<file path="src/rtl/rx_sequencer.sv">
// Receive-path sequencer: arm, wake-up detect, guard blanking, sync search, mid-bit sampling, byte handoff.
// Optional feature: define SEQ_RETRIGGER_EN to let a wake-up edge restart the sequence at GUARD.
module rx_sequencer #(
    parameter int DIV            = 100,
    parameter int GUARD_TICKS    = 20000,
    parameter int TIMEOUT_TICKS  = 60000,
    parameter int FRAME_BITS     = 1000,
    parameter int COOLDOWN_TICKS = 1000
) (
    input  logic       clki,
    input  logic       rst,
    input  logic       arm,
    input  logic       wake_up,
    input  logic       comp_out,
    input  logic       data_ready,
    output logic [7:0] data_out,
    output logic       data_valid,
    output logic       data_clk_enb,
    output logic       bit_tick,
    output logic       frame_done,
    output logic       timeout_err,
    output logic       overrun,
    output logic [2:0] state
);
    localparam logic [2:0] S_IDLE     = 3'd0;
    localparam logic [2:0] S_ARMED    = 3'd1;
    localparam logic [2:0] S_GUARD    = 3'd2;
    localparam logic [2:0] S_SEARCH   = 3'd3;
    localparam logic [2:0] S_RECEIVE  = 3'd4;
    localparam logic [2:0] S_COOLDOWN = 3'd5;

    localparam int DIV_W = (DIV > 1) ? $clog2(DIV) : 1;
    localparam int BIT_W = $clog2(FRAME_BITS + 1);

    logic [2:0]       wake_sync_q, comp_sync_q;
    logic             wake_edge, comp_edge, comp_lvl;
    logic [2:0]       state_q, state_d;
    logic [19:0]      tmr_q, tmr_d;
    logic [DIV_W-1:0] div_q, div_d;
    logic [BIT_W-1:0] bit_q, bit_d;
    logic [7:0]       shift_q, shift_d;
    logic             byte_done_q, byte_done_d;
    logic             tick_q, tick_d;
    logic             fdone_q, fdone_d;
    logic             tout_q, tout_d;
    logic             ovr_q, ovr_d;
    logic             dv_q, dv_d;
    logic [7:0]       dout_q, dout_d;
    logic             enb_q;
    logic             guard_entry;

    assign wake_edge = (wake_sync_q[2:1] == 2'b01);
    assign comp_edge = (comp_sync_q[2:1] == 2'b01);
    assign comp_lvl  = comp_sync_q[1];

    always_comb begin
        state_d     = state_q;
        tmr_d       = tmr_q;
        div_d       = div_q;
        bit_d       = bit_q;
        shift_d     = shift_q;
        byte_done_d = 1'b0;
        tick_d      = 1'b0;
        fdone_d     = 1'b0;
        tout_d      = 1'b0;
        ovr_d       = ovr_q;
        dv_d        = dv_q;
        dout_d      = dout_q;
        guard_entry = 1'b0;

        case (state_q)
            S_IDLE: begin
                if (arm) state_d = S_ARMED;
            end
            S_ARMED: begin
                if (wake_edge) begin
                    state_d     = S_GUARD;
                    tmr_d       = '0;
                    guard_entry = 1'b1;
                end
            end
            S_GUARD: begin
                tmr_d = tmr_q + 20'd1;
                if (tmr_q == 20'(GUARD_TICKS - 1)) state_d = S_SEARCH;
            end
            S_SEARCH: begin
                tmr_d = tmr_q + 20'd1;
                // A sync edge on the very last search cycle still counts as found.
                if (comp_edge) begin
                    state_d = S_RECEIVE;
                    div_d   = '0;
                    bit_d   = '0;
                end else if (tmr_q == 20'(TIMEOUT_TICKS - 1)) begin
                    tout_d  = 1'b1;
                    state_d = S_COOLDOWN;
                    tmr_d   = '0;
                end
            end
            S_RECEIVE: begin
                div_d = (div_q == DIV_W'(DIV - 1)) ? '0 : div_q + DIV_W'(1);
                if (div_q == DIV_W'(DIV / 2 - 1)) begin
                    tick_d  = 1'b1;
                    shift_d = {shift_q[6:0], comp_lvl};
                    bit_d   = bit_q + BIT_W'(1);
                    if (bit_q[2:0] == 3'd7) byte_done_d = 1'b1;
                    if (bit_q == BIT_W'(FRAME_BITS - 1)) begin
                        fdone_d = 1'b1;
                        state_d = S_COOLDOWN;
                        tmr_d   = '0;
                    end
                end
            end
            S_COOLDOWN: begin
                if (tmr_q == 20'(COOLDOWN_TICKS - 1)) state_d = arm ? S_ARMED : S_IDLE;
                else tmr_d = tmr_q + 20'd1;
            end
            default: state_d = S_IDLE;
        endcase

`ifdef SEQ_RETRIGGER_EN
        if (wake_edge && (state_q >= S_GUARD) && (state_q <= S_COOLDOWN)) begin
            state_d     = S_GUARD;
            tmr_d       = '0;
            div_d       = '0;
            bit_d       = '0;
            shift_d     = '0;
            byte_done_d = 1'b0;
            tick_d      = 1'b0;
            fdone_d     = 1'b0;
            tout_d      = 1'b0;
            guard_entry = 1'b1;
        end
`endif

        if ((state_q != S_IDLE) && !arm) begin
            state_d     = S_IDLE;
            byte_done_d = 1'b0;
            tick_d      = 1'b0;
            fdone_d     = 1'b0;
            tout_d      = 1'b0;
            guard_entry = 1'b0;
        end

        if (guard_entry) ovr_d = 1'b0;

        // Handoff runs one cycle after the completing tick, independent of FSM state.
        if (byte_done_q) begin
            if (!dv_q || data_ready) begin
                dout_d = shift_q;
                dv_d   = 1'b1;
            end else begin
                ovr_d = 1'b1;
            end
        end else if (dv_q && data_ready) begin
            dv_d = 1'b0;
        end
    end

    always_ff @(posedge clki) begin
        if (rst) begin
            wake_sync_q <= '0;
            comp_sync_q <= '0;
            state_q     <= S_IDLE;
            tmr_q       <= '0;
            div_q       <= '0;
            bit_q       <= '0;
            shift_q     <= '0;
            byte_done_q <= 1'b0;
            tick_q      <= 1'b0;
            fdone_q     <= 1'b0;
            tout_q      <= 1'b0;
            ovr_q       <= 1'b0;
            dv_q        <= 1'b0;
            dout_q      <= '0;
            enb_q       <= 1'b0;
        end else begin
            wake_sync_q <= {wake_sync_q[1:0], wake_up};
            comp_sync_q <= {comp_sync_q[1:0], comp_out};
            state_q     <= state_d;
            tmr_q       <= tmr_d;
            div_q       <= div_d;
            bit_q       <= bit_d;
            shift_q     <= shift_d;
            byte_done_q <= byte_done_d;
            tick_q      <= tick_d;
            fdone_q     <= fdone_d;
            tout_q      <= tout_d;
            ovr_q       <= ovr_d;
            dv_q        <= dv_d;
            dout_q      <= dout_d;
            enb_q       <= (state_d == S_RECEIVE);
        end
    end

    assign data_out     = dout_q;
    assign data_valid   = dv_q;
    assign data_clk_enb = enb_q;
    assign bit_tick     = tick_q;
    assign frame_done   = fdone_q;
    assign timeout_err  = tout_q;
    assign overrun      = ovr_q;
    assign state        = state_q;
endmodule
</file>
<file path="config.mk">
export PLATFORM = sky130hd
export DESIGN_NAME = rx_sequencer
export DESIGN_NICKNAME = d
export VERILOG_FILES = /design/src/rtl/rx_sequencer.sv
export SDC_FILE = /design/constraint.sdc
export NUM_CORES = 1
export LEC_CHECK = 0
export ABC_AREA = 1
export BUFFER_PORTS_ARGS = -buffer_cell sky130_fd_sc_hd__buf_2
export CORE_MARGIN = 1.5
export CORE_UTILIZATION = 30
export CTS_BUF_LIST = sky130_fd_sc_hd__clkbuf_4
export CTS_CLUSTER_DIAMETER = 80
export CTS_CLUSTER_SIZE = 30
export DETAILED_ROUTE_END_ITERATION = 12
export GPL_TIMING_DRIVEN = 1
export HOLD_SLACK_MARGIN = 0.12
export SLEW_MARGIN = 20
export SYNTH_ARGS = -nofsm -noshare
export SYNTH_HDL_FRONTEND = slang
export SYNTH_SLANG_ARGS = --single-unit
</file>
<file path="constraint.sdc">
create_clock -name clki -period 2.7 [get_ports clki]
set_clock_uncertainty 0.15 [all_clocks]
set_input_delay 0.27 -clock clki [delete_from_list [all_inputs] [get_ports clki]]
set_output_delay 0.27 -clock clki [all_outputs]
set_load 0.01 [all_outputs]
</file>
Yosys cells after proc, flatten, opt, wreduce, memory -nomap -nowiden
Index checks and enable logic that the tools add are counted.
{ "op_classes": {"n_addsub": 3, "eq_ne": 21, "n_mux": 37, "n_bitwise": 3, "reduce_logical": 19} }
{ "op_table": {"columns": ["op", "count"], "rows": [
  ["$mux 20", 6],
  ["$pmux 20 s5", 1],
  ["$mux 3", 9],
  ["$add 20x1->20 const B", 1],
  ["$eq 20x10->1 const B", 1],
  ["$eq 20x15->1 const B", 1],
  ["$eq 20x16->1 const B", 1],
  ["$mux 10", 2],
  ["$pmux 10 s2", 1],
  ["$pmux 3 s6", 1],
  ["$mux 1", 14],
  ["$mux 7", 2],
  ["$pmux 7 s2", 1],
  ["$eq 3x3->1 const B", 4],
  ["$add 10x1->10 const B", 1],
  ["$eq 10x10->1 const B", 1],
  ["$ne 2x2->1 const B", 5],
  ["$reduce_and 2->1", 4],
  ["$reduce_or 4->1", 2],
  ["$add 7x1->7 const B", 1],
  ["$eq 7x6->1 const B", 1],
  ["$eq 7x7->1 const B", 1],
  ["$eq 3x2->1 const B", 2],
  ["$reduce_and 5->1", 1],
  ["13 further kinds", 19]
]} }
{ "word_totals": {"reg_bits": 69, "out_inout_bits": 17, "word_cells": 98} }

Depth between registers and ports, before layout
Gate-level depths: netlist of the first run.
{ "logic_depth": {"ltp_word": 7, "ltp_mapped": 12, "depth_no_buf": 12} }

Worst setup path before layout of the first run
Ideal clock, no wire load.
{ "synth_timing": {"path_type": "register to register", "start": "register tmr_q[0]", "end": "register tmr_q[1]", "setup_time_ps": 117, "arrival_ps": 1518, "setup_slack_ps": 915, "stages_incl_launch_ff": 11, "path_buffers": 0, "period_less_slack_ps": 1785, "cell_sequence": "dfxtp_1 -> ha_1 -> nand2_1 -> nor2_2 -> inv_2 -> nor2_1 -> nand3_1 -> a21oi_2 -> nand2_4 -> nand2_4 -> nor2_2"} }
{ "synth_between": {"elab_chain_cells": 4} }
{ "synth_rtl": {"columns": ["item", "line", "text"], "rows": [
  ["from (decl)", "38", "logic [19:0] tmr_q, tmr_d;"],
  ["from (signal assigned)", "180", "tmr_q <= tmr_d;"],
  ["$add 20x1->20 / $eq 20x16->1 (equally long branches)", null, null],
  ["$mux 20", "93", "end else if (tmr_q == 20'(TIMEOUT_TICKS - 1)) begin"],
  ["$mux 20", "89", "if (comp_edge) begin"],
  ["$pmux 20 s5", "71", "case (state_q)"]
]} }
Several ways; a longest one is shown, not always the timed one. The select of a mux whose other input is x is not followed.
A chain may end at the register's enable or synchronous reset.

Final worst setup path of the first run
{ "layout_timing": {"start": "register bit_q[0]", "end": "register tmr_q[1]"} }
{ "layout_between": {"elab_chain_cells": 3} }
{ "layout_rtl": {"columns": ["item", "line", "text"], "rows": [
  ["from (decl)", "40", "logic [BIT_W-1:0] bit_q, bit_d;"],
  ["from (signal assigned)", "182", "bit_q <= bit_d;"],
  ["$eq 10x10->1", "106", "if (bit_q == BIT_W'(FRAME_BITS - 1)) begin"],
  ["$ne 2x2->1 (no source line)", null, null],
  ["$reduce_and 5->1 (no source line)", null, null]
]} }
No other way between the ends.

==> flow_summary.ini, run 1 <==
[die]
floorplan.die.width_um = 114
floorplan.initialDensity = 0.307
chipHeight_um = 114
core_um2 = 12000
die_area_um2 = 13000
rows = 40
pin_count = 23

[yosys]
netlist.top_cell.by_area = dfxtp_1
synth_area_um2 = 3690
synth_edf_count = 0
yosysTopAreaCellShare = 0.374
synth.yosys.seq_area_share = 0.374
synthArstFlopShare = 0
ys_top_cells_by_area = dfxtp_1 37%, nand2_1 12%, nor2_1 11%, inv_1 5.4%, nand3_1 4.2%
number_of_distinct_library_cell_variants_in_the_gate_level_netlist_after_synthesis = 38
synth_top_flop_cell = dfxtp_1
synth.yosys.warnings = 0
syn_inst = 545
synth_nets = 556
syn_area_per_cell_um2 = 6.77
postSynthRegisterBits = 69

[detailed_routing]
vias_cell = 4.80
first_pass_iters = 4
antenna_left = 0
vias = 3474
wirelength_met1_um = 4210
met3WireLength_um = 400
post_route_drc = 0
drt-total-wl_um = 8830
met2WireLength_um = 4140
highest_metal_layer_with_signal_wires = met4
initialDrtViolationCount = 126
avgRoutedWirePerCell_um = 12.2

[status]
status = complete, no violations

[grt]
grt_pass1_wl_um = 15300
initial_antenna_violation_count = 0
gr-usage-all-layers = 0.145
largest_net_degree_at_the_start_of_global_routing = 31
globalRouteOverflowTotal = 0
grt_pass1_vias = 3253

[worst_setup_path]
critical_path.reg2reg.startpoint = bit_q[0]
cp.required_ns = 2.89
critical_path_arrival_ns = 2.35
worstPathBufferInverterCount = 1
setup.reg_to_reg.worst_slack_ns = 0.54
crit_chain = ha_1, nand2_1, nor2_1, nand3_1, nand2_2, inv_2, nor2_4, nand2_2, o21ai_0, nor2_2
setup.worst_path.start_class = register
crit_type = reg -> reg
critical-path-top-delay-family = simple AND/OR/NAND/NOR gates
setup.worst_path.start = bit_q[0]
cp-end-kind = register
cp_slowest_stage_delay_ns = 0.43
worst_path_max_delay_cell = dfxtp_1
worst_path_most_repeated_cell = nand2_2
crit_fanout = 14

[placement]
placedInstanceArea_um2 = 3930
gp_routability_congestion = 0.895
dp_cells = 704
placement.io_buffers = 22
place.detailed.hpwl_um = 6550

[timing]
number_of_setup_violations_in_the_final_report = 0
timing_hold_violations_final = 0
tightest_slew_ns = 0.674
fin_tns_setup_ns = 0
grt_setup_unrepaired = no
layout_worst_path_cycle_share = 0.800
shortest_period_the_worst_path_allows_ns = 2.16
max_slew_margin = 0.550
drv_slew = 0
max_freq_ghz = 0.463

[final_layout]
final_common_cell = nand2_1
final_cell_mix = 120 x nand2_1, 106 x nor2_1, 69 x dfxtp_1
layout.core_utilization = 0.341
stdcell_count = 723
antenna-diode-count = 0
drive_above_1_share = 0.153
layout-area-overhead-vs-synth_pct = 10.9
stdcell_area_um2 = 4090
nets = 582

[cts]
insertion_delay_ns = 0.43
clkSlewWorstSetupHoldPaths_ns = 0.14
cts_buffer_depth = 2
cts_tree = yes
cts-buffers-inserted = 9
cts_setup_buffers = 0
ctsHtreeMaxLevel = 3
tritoncts_num_sinks = 69
clockRootBuffer = clkbuf_4

[job]
total_of_max_cap_violations = 0

[hold_path]
timing.hold.worst.start = arm
min_path_type = in -> reg

[power_and_ir_drop]
vdd_ir_drop_max_uv = 276
power_leakage_nw = 1.66
report.power.total_mw = 1.83
power.density_cell_area_nw_per_um2 = 446
## state kept, by name (all words and copies together), names as in the netlist
signal and flops:
frame_done 1, shift_q 8, bit_tick 1, tmr_q 20, data_valid 1, data_clk_enb 1, overrun 1, comp_sync_q 3
state 3, div_q 7, wake_sync_q 3, data_out 8, byte_done_q 1, timeout_err 1, bit_q 10
## worst reg2reg max path, stage by stage (launching register included)
cell and delay [ns]:
dfxtp_1 0.43, ha_1 0.22, nand2_1 0.06, nor2_1 0.13, nand3_1 0.11, nand2_2 0.09
inv_2 0.05, nor2_4 0.30, nand2_2 0.25, o21ai_0 0.27, nor2_2 0.05
## cell usage after synthesis (2+ instances only)
master    number
and3_1         2
nand2_2        3
dfxtp_1       69
a21oi_2        7
buf_2          4
nand4_1       13
o211ai_1       6
nor2_2        13
inv_1         53
nand3b_1       2
clkbuf_1       5
o21ai_0       24
ha_1           5
buf_6          2
o21bai_1       3
nand3_2        3
nor3_1         7
inv_4          2
nand2_1      120
a211oi_1       2
a21oi_1       30
nor2_1       106
nand3_1       31
inv_2          8
nor2_4         2
xor2_1         6
nand2_4        6
## through the flow
step	hold WS, ns	setup slack (ns)
floorplan	0.227	0.915
global route	0.162	0.346
CTS	0.132	0.521
detailed placement	0.244	0.515
global placement	0.239	0.588
finish	0.145	0.541
## repair_timing
action                                 4_1_cts  5_1_grt
hold buffers                                 3        0
resized for setup                            0        0
endpoints found under the hold margin        4        0
## kinds of logic after synthesis
kind of cell | Yosys count | share of synthesized area
compound gates | 76 | 0.120
xor+xnor | 7 | 0.0166
fa+ha+maj | 5 | 0.0170
buf+inv | 76 | 0.0855
flops | 69 | 0.374
simple gates | 312 | 0.387
## final cells by class
type	count	area, um^2
clock buffers	9	67.6
clock inverters	7	63.8
fillers	1311	7920
inverters	65	254
multi-input cells	400	1990
flip-flops and latches	69	1380
well taps	147	184
repair buffers	26	148
## worst paths after layout
| check | depth (start not counted) | end |
|---|---|---|
| max reg2reg | 10 | tmr_q[1] |
| min | 6 | overrun |
| min reg2reg | 2 | wake_sync_q[1] |
| max | 10 | tmr_q[1] |
## routing by layer
layer / up-vias / track usage
met2: 65 / 0.248
met1: 1597 / 0.185
li1: 1807 / -
met3: 5 / 0.0345
met5: - / 0
met4: 0 / 0.0350
## power breakdown
part           internal [mW]  switching, mW  total (mW)
Combinational         0.0372         0.0925       0.130
Clock                  0.211          0.449       0.660
Sequential              1.03        0.00823        1.04
No activity file was read; power rests on OpenSTA's default activity.
==> run 2, diff against run 1 <==
--- a/config.mk
+++ b/config.mk
@@ -5,7 +5,7 @@
 export SDC_FILE = /design/constraint.sdc
 export NUM_CORES = 1
 export LEC_CHECK = 0
-export ABC_AREA = 1
+export ABC_AREA = 0
 export BUFFER_PORTS_ARGS = -buffer_cell sky130_fd_sc_hd__buf_2
 export CORE_MARGIN = 1.5
 export CORE_UTILIZATION = 30
==> constraint.sdc (replaced) <==
create_clock -name clki -period 2 [get_ports clki]
set_clock_uncertainty 0.15 [all_clocks]
set_input_delay 0.2 -clock clki [delete_from_list [all_inputs] [get_ports clki]]
set_output_delay 0.2 -clock clki [all_outputs]
set_load 0.01 [all_outputs]
==> run 2 against run 1 <==
  * The run now ends with setup timing left
  * Critical path depth fell by 2
  * Final cell count decreased by 15%
  * Highest routed layer unchanged
  * Largest cell class unchanged
  * Final area up 12%
  * Non-clock buffer count grew 78
  * Hold slack better by 0.18 ns
  * Via count is 8.3% lower
  * Power up 35%
  * Critical path type unchanged
  * Maximum frequency shrank 6.8%
  * Sequential cell count unchanged
  * Synthesized cell count shrank 30%
==> flow_summary.ini, run 2 <==
[status]
status = finished, violations left
violations = setup timing

[timing]
max_slew_margin = 0.653
timing_hold_violations_final = 0
number_of_setup_violations_in_the_final_report = 21
shortest_period_the_worst_path_allows_ns = 2.32
postLayoutSetupSlackWorst_ns = -0.316
grt_setup_unrepaired = yes
tightest_slew_ns = 0.519
drv_slew = 0
layout_worst_path_cycle_share = 1.16
max_freq_ghz = 0.432
fin_tns_setup_ns = -4.32

[yosys]
netlist.top_cell.by_area = dfxtp_1
ys_top_cells_by_area = dfxtp_1 43%, a21oi_1 6.0%, nor2_1 4.1%, or4_1 3.7%, nand2_1 3.6%
synth.yosys.warnings = 0
most_repeated_cell_in_the_gate_level_netlist_after_synthesis = dfxtp_1
yosysTopAreaCellShare = 0.427
synth_area_um2 = 3230
postSynthRegisterBits = 69
synthArstFlopShare = 0
syn_area_per_cell_um2 = 8.50
synth_edf_count = 0
synth_top_flop_cell = dfxtp_1
synth_nets = 391
synth.yosys.seq_area_share = 0.427
syn_inst = 380
number_of_distinct_library_cell_variants_in_the_gate_level_netlist_after_synthesis = 47
synth_common_cells = 69 x dfxtp_1, 39 x a21oi_1, 35 x nor2_1

[detailed_routing]
first_pass_iters = 4
drt-total-wl_um = 8760
vias = 3184
antenna_left = 0
avgRoutedWirePerCell_um = 14.2
initialDrtViolationCount = 168
vias_cell = 5.18
post_route_drc = 0

[placement]
gp_routability_congestion = 0.805
placement.io_buffers = 22
place.detailed.hpwl_um = 5740

[worst_setup_path]
crit_chain = inv_2, ha_4, and4bb_2, a21oi_4, or3b_4, buf_4, or4_1, a21oi_1
cp_slowest_stage_delay_ns = 0.49
worst-r2r-cell-count = 8
setup.worst_path.start_class = register
cp.required_ns = 2.22
critical_path.reg2reg.startpoint = div_q[1]
setup.reg_to_reg.worst_slack_ns = -0.32
cp-end-kind = register
crit_type = reg -> reg
critical_path_arrival_ns = 2.54
worst_path_max_delay_cell = or4_1
setup.worst_path.start = div_q[1]
r2r-end = tmr_q[11]
crit_fanout = 5

[grt]
grt_pass1_vias = 2956
globalRouteOverflowTotal = 0
initial_antenna_violation_count = 0
largest_net_degree_at_the_start_of_global_routing = 35
gr-usage-all-layers = 0.150
grt_pass1_wl_um = 13600

[cts]
tritoncts_num_sinks = 69
cts_tree = yes
cts_buffer_depth = 2
insertion_delay_ns = 0.44
clockRootBuffer = clkbuf_4
clkSlewWorstSetupHoldPaths_ns = 0.12
ctsHtreeMaxLevel = 3
cts-buffers-inserted = 9

[final_layout]
final_common_cell = dfxtp_1
max_flop_register = tmr_q
final_cell_mix = 65 x dfxtp_1, 62 x buf_4, 35 x nor2_1
drive_above_1_share = 0.367
nets = 485
largest_reg_flops = 20
filler_cell_count = 1017
regArea_um2 = 1390
multiInputGateArea_um2 = 2050
layout-area-overhead-vs-synth_pct = 41.5
antenna-diode-count = 0
biggestRegsByFlops = tmr_q (20), bit_q (10)

[die]
chipHeight_um = 107
pin_count = 23
floorplan.die.width_um = 107
core_um2 = 10400
die_area_um2 = 11400
floorplan.initialDensity = 0.312
rows = 37

[power_and_ir_drop]
vdd_ir_drop_max_uv = 278
power.density_cell_area_nw_per_um2 = 540
report.power.total_mw = 2.47
power_leakage_nw = 1.75

[hold_path]
timing.hold.worst.start = comp_sync_q[0]
hold-path-endpoint = comp_sync_q[1]
min_path_type = reg -> reg
cell_depth_of_the_worst_hold_path = 1

[job]
total_of_max_cap_violations = 0
## run 2: what timing repair did
item	in CTS	in global routing
endpoints found under the setup margin	32	30
gates cloned	0	5
hold buffers	7	0
gates resized for setup	9	67
buffers inserted	2	7
pin swaps	1	20
hold endpoints to repair	44	0
## run 2: critical path: cells and delay by family, from the launching register on
family / cells / cell delay (ns)
adder cells (fa/ha/maj): 1 / 0.11
flip-flops: 1 / 0.34
AND/OR/NAND/NOR: 3 / 1.21
AO/OA/AOI/OAI: 2 / 0.22
buffers and inverters: 2 / 0.23
## run 2: worst max path at each step
stage	endpoint	slack, ns	depth (start not counted)
floorplan	tmr_q[10]	-0.18	8
global placement	tmr_q[7]	-0.23	7
detailed placement	tmr_q[7]	-0.26	8
CTS	tmr_q[7]	-0.30	8
global route	tmr_q[6]	-0.36	8
finish	tmr_q[11]	-0.32	8
## run 2: metal layers
layer	global-route usage	vias up	part of all wire
met4	0.0781	0	0.024
met5	0	-	0
met1	0.193	1526	0.47
met3	0.0322	17	0.033
met2	0.236	58	0.47
li1	-	1583	-
## run 2: where the power goes
part           total, mW  internal, mW  switching (mW)
Clock              0.913         0.392           0.521
Combinational      0.169        0.0830          0.0858
Sequential          1.39          1.38         0.00538
## run 2: kinds of logic (layout without fill, tap and decap cells)
kind of cell             count (synthesis)  in the layout  share of synthesized area
AO/OA/AOI/OAI                           81             82                      0.147
XOR/XNOR                                 7              7                     0.0190
adder cells (fa/ha/maj)                  5              5                     0.0194
buffers and inverters                   27            124                     0.0387
flip-flops                              69             69                      0.427
multiplexers                             9              9                     0.0283
AND/OR/NAND/NOR                        182            183                      0.320
## run 2: cell type report
| cell class | count | share of cell area |
|---|---|---|
| Clock inverter | 6 | 0.0140 |
| Tap cell | 136 | 0.0372 |
| Clock buffer | 10 | 0.0164 |
| Multi-Input combinational cell | 286 | 0.449 |
| Sequential cell | 69 | 0.303 |
| Inverter | 4 | 0.00328 |
| Timing Repair Buffer | 104 | 0.177 |
## run 2: stage by stage
stage	std cells	hold WS (ns)	area (um^2)	util	worst slack [ns]
3_5_place_dp	579	0.295	3910	0.377	-0.263
6_report	615	0.320	4570	0.441	-0.316
3_3_place_gp	579	0.264	3910	0.377	-0.228
2_1_floorplan	380	0.178	3240	-	-0.184
4_1_cts	604	0.321	4180	0.403	-0.302
5_1_grt	615	0.348	4570	0.441	-0.362
==> run 3, diff against run 2 <==
==> constraint.sdc (replaced) <==
create_clock -name clki -period 2 [get_ports clki]
set_clock_uncertainty 0.15 [all_clocks]
set_input_delay 0.2 -clock clki [delete_from_list [all_inputs] [get_ports clki]]
set_output_delay 0.2 -clock clki [all_outputs]
set_load 0.05 [all_outputs]
==> run 3 against run 2 <==
  * The flow still finishes with violations (setup timing)
  * Combinational power decreased by 12%
  * Sequential cell count did not move
  * Non-clock buffer count fell by 13
  * Global-route usage shrank 0.080 points
==> flow_summary.ini, run 3 (synthesis gave the netlist of run 2 again) <==
[grt]
largest_net_degree_at_the_start_of_global_routing = 35
grt_pass1_vias = 2914
grt_util_met1 = 0.197
initial_antenna_violation_count = 1
gr-usage-all-layers = 0.149
globalRouteOverflowTotal = 0
busiest_layer = met2
grt_pass1_wl_um = 13600
grt.met2_usage = 0.234
met3_usage = 0.0219

[worst_setup_path]
cp.required_ns = 2.21
crit_fanout = 15
setup.reg_to_reg.worst_slack_ns = -0.30
crit_type = reg -> reg
worst_path_max_delay_cell = or3b_4
critical_path_arrival_ns = 2.51
r2r-end = tmr_q[7]
cp_slowest_stage_delay_ns = 0.47
cp-end-kind = register
critical_path.reg2reg.startpoint = div_q[1]
setup.worst_path.start_class = register
crit_chain = inv_2, ha_4, and4bb_2, a21oi_4, or3b_4, buf_12, or4_1, a21oi_1
worst-r2r-cell-count = 8

[final_layout]
final_common_cell = dfxtp_1
stdcell_area_um2 = 4340
drive_above_1_share = 0.301
max_flop_register = tmr_q
filler_cell_count = 1036
layout-area-overhead-vs-synth_pct = 34.1
final_cell_mix = 64 x dfxtp_1, 56 x buf_4, 37 x a21oi_1
largest_reg_flops = 20
biggestRegsByFlops = tmr_q (20), bit_q (10)
multiInputGateArea_um2 = 1910
regArea_um2 = 1400
nets = 471

[die]
pin_count = 23
core_um2 = 10400
floorplan.die.width_um = 107
rows = 37
floorplan.initialDensity = 0.312
chipHeight_um = 107
die_area_um2 = 11400

[timing]
drv_slew = 0
number_of_setup_violations_in_the_final_report = 20
tightest_slew_ns = 0.504
max_freq_ghz = 0.435
layout_worst_path_cycle_share = 1.15
max_slew_margin = 0.664
postLayoutSetupSlackWorst_ns = -0.299
timing_hold_violations_final = 0
shortest_period_the_worst_path_allows_ns = 2.30
grt_setup_unrepaired = yes
whs_ns = 0.314

[cts]
insertion_delay_ns = 0.44
cts-buffers-inserted = 9
tritoncts_num_sinks = 69
ctsHtreeMaxLevel = 3
clockRootBuffer = clkbuf_4
clkSlewWorstSetupHoldPaths_ns = 0.12
cts_tree = yes
cts_buffer_depth = 2

[placement]
placedInstanceArea_um2 = 3850
gp_routability_congestion = 0.806
detailedPlace.worstSlack_ns = -0.247
placement.io_buffers = 22
place.detailed.hpwl_um = 5550

[hold_path]
min_path_type = reg -> reg
cell_depth_of_the_worst_hold_path = 1
hold-path-endpoint = wake_sync_q[1]
timing.hold.worst.start = wake_sync_q[0]

[detailed_routing]
vias_cell = 5.16
initialDrtViolationCount = 199
antenna_left = 0
first_pass_iters = 4
post_route_drc = 0
drt-total-wl_um = 8210
vias = 3104
avgRoutedWirePerCell_um = 13.6

[power_and_ir_drop]
vdd_ir_drop_max_uv = 314
power.combinational.fraction = 0.057
clock_power_share = 0.414
p_sw_mw = 0.651
power_leakage_nw = 1.67
switching_share = 0.248
share_seq_of_total_power = 0.529
power.density_cell_area_nw_per_um2 = 605
internal-power_mw = 1.97

[status]
violations = setup timing
status = finished, violations left

[job]
total_of_max_cap_violations = 0
[run 3: worst max path at each step]
stage / start / to / slack [ns] / cells past startpoint
after floorplan: div_q[1] / tmr_q[10] / -0.18 / 8
after global placement: state[2] / tmr_q[18] / -0.24 / 6
after detailed placement: div_q[1] / tmr_q[17] / -0.25 / 8
after CTS: div_q[1] / tmr_q[7] / -0.26 / 8
after global routing: div_q[1] / tmr_q[6] / -0.36 / 8
final: div_q[1] / tmr_q[7] / -0.30 / 8
[run 3: power groups by stage]
stage	combinational (mW)	clock, mW	sequential (mW)
2_1_floorplan	0.0676	0	1.43
3_3_place_gp	0.122	0	1.42
3_5_place_dp	0.124	0	1.42
4_1_cts	0.141	1.11	1.39
5_1_grt	0.161	1.16	1.39
6_report	0.148	1.09	1.39
[run 3: per-stage QoR]
| step | power [mW] | util | instances | TNS, ns |
|---|---|---|---|---|
| detailed placement | 1.54 | 0.371 | 569 | -5.59 |
| global route | 2.71 | 0.418 | 602 | -6.85 |
| CTS | 2.64 | 0.405 | 599 | -4.71 |
| floorplan | 1.49 | - | 380 | -3.14 |
| finish | 2.62 | 0.418 | 602 | -5.19 |
| global placement | 1.54 | 0.371 | 569 | -5.18 |
[run 3: timing repair]
action | in CTS | in global routing
cloned | 1 | 0
hold buffers | 9 | 0
pin swaps | 1 | 3
setup endpoints to repair | 30 | 33
buffers inserted | 4 | 2
resized for setup | 11 | 24
hold endpoints to repair | 37 | 0
[run 3: area by class of cell]
| class | count | area share |
|---|---|---|
| Multi-Input combinational cell | 285 | 0.440 |
| Sequential cell | 69 | 0.322 |
| Timing Repair Buffer | 91 | 0.156 |
| Tap cell | 136 | 0.0392 |
| Clock inverter | 7 | 0.0240 |
| Clock buffer | 9 | 0.0156 |
| Inverter | 4 | 0.00346 |
| Antenna cell | 1 | 0.000577 |
[run 3: critical path, delay by kind of cell (launching register included)]
family | cells | cell delay [ns]
and+or+nand+nor | 3 | 1.20
adders and majority gates | 1 | 0.11
AOI/OAI and AO/OA | 2 | 0.21
DFF | 1 | 0.34
buffers and inverters | 2 | 0.22
[run 3: metal layers]
layer,wire (um),part of all wire
met5,0,0
met4,174,0.021
met3,259,0.032
met2,3780,0.46
met1,4000,0.49
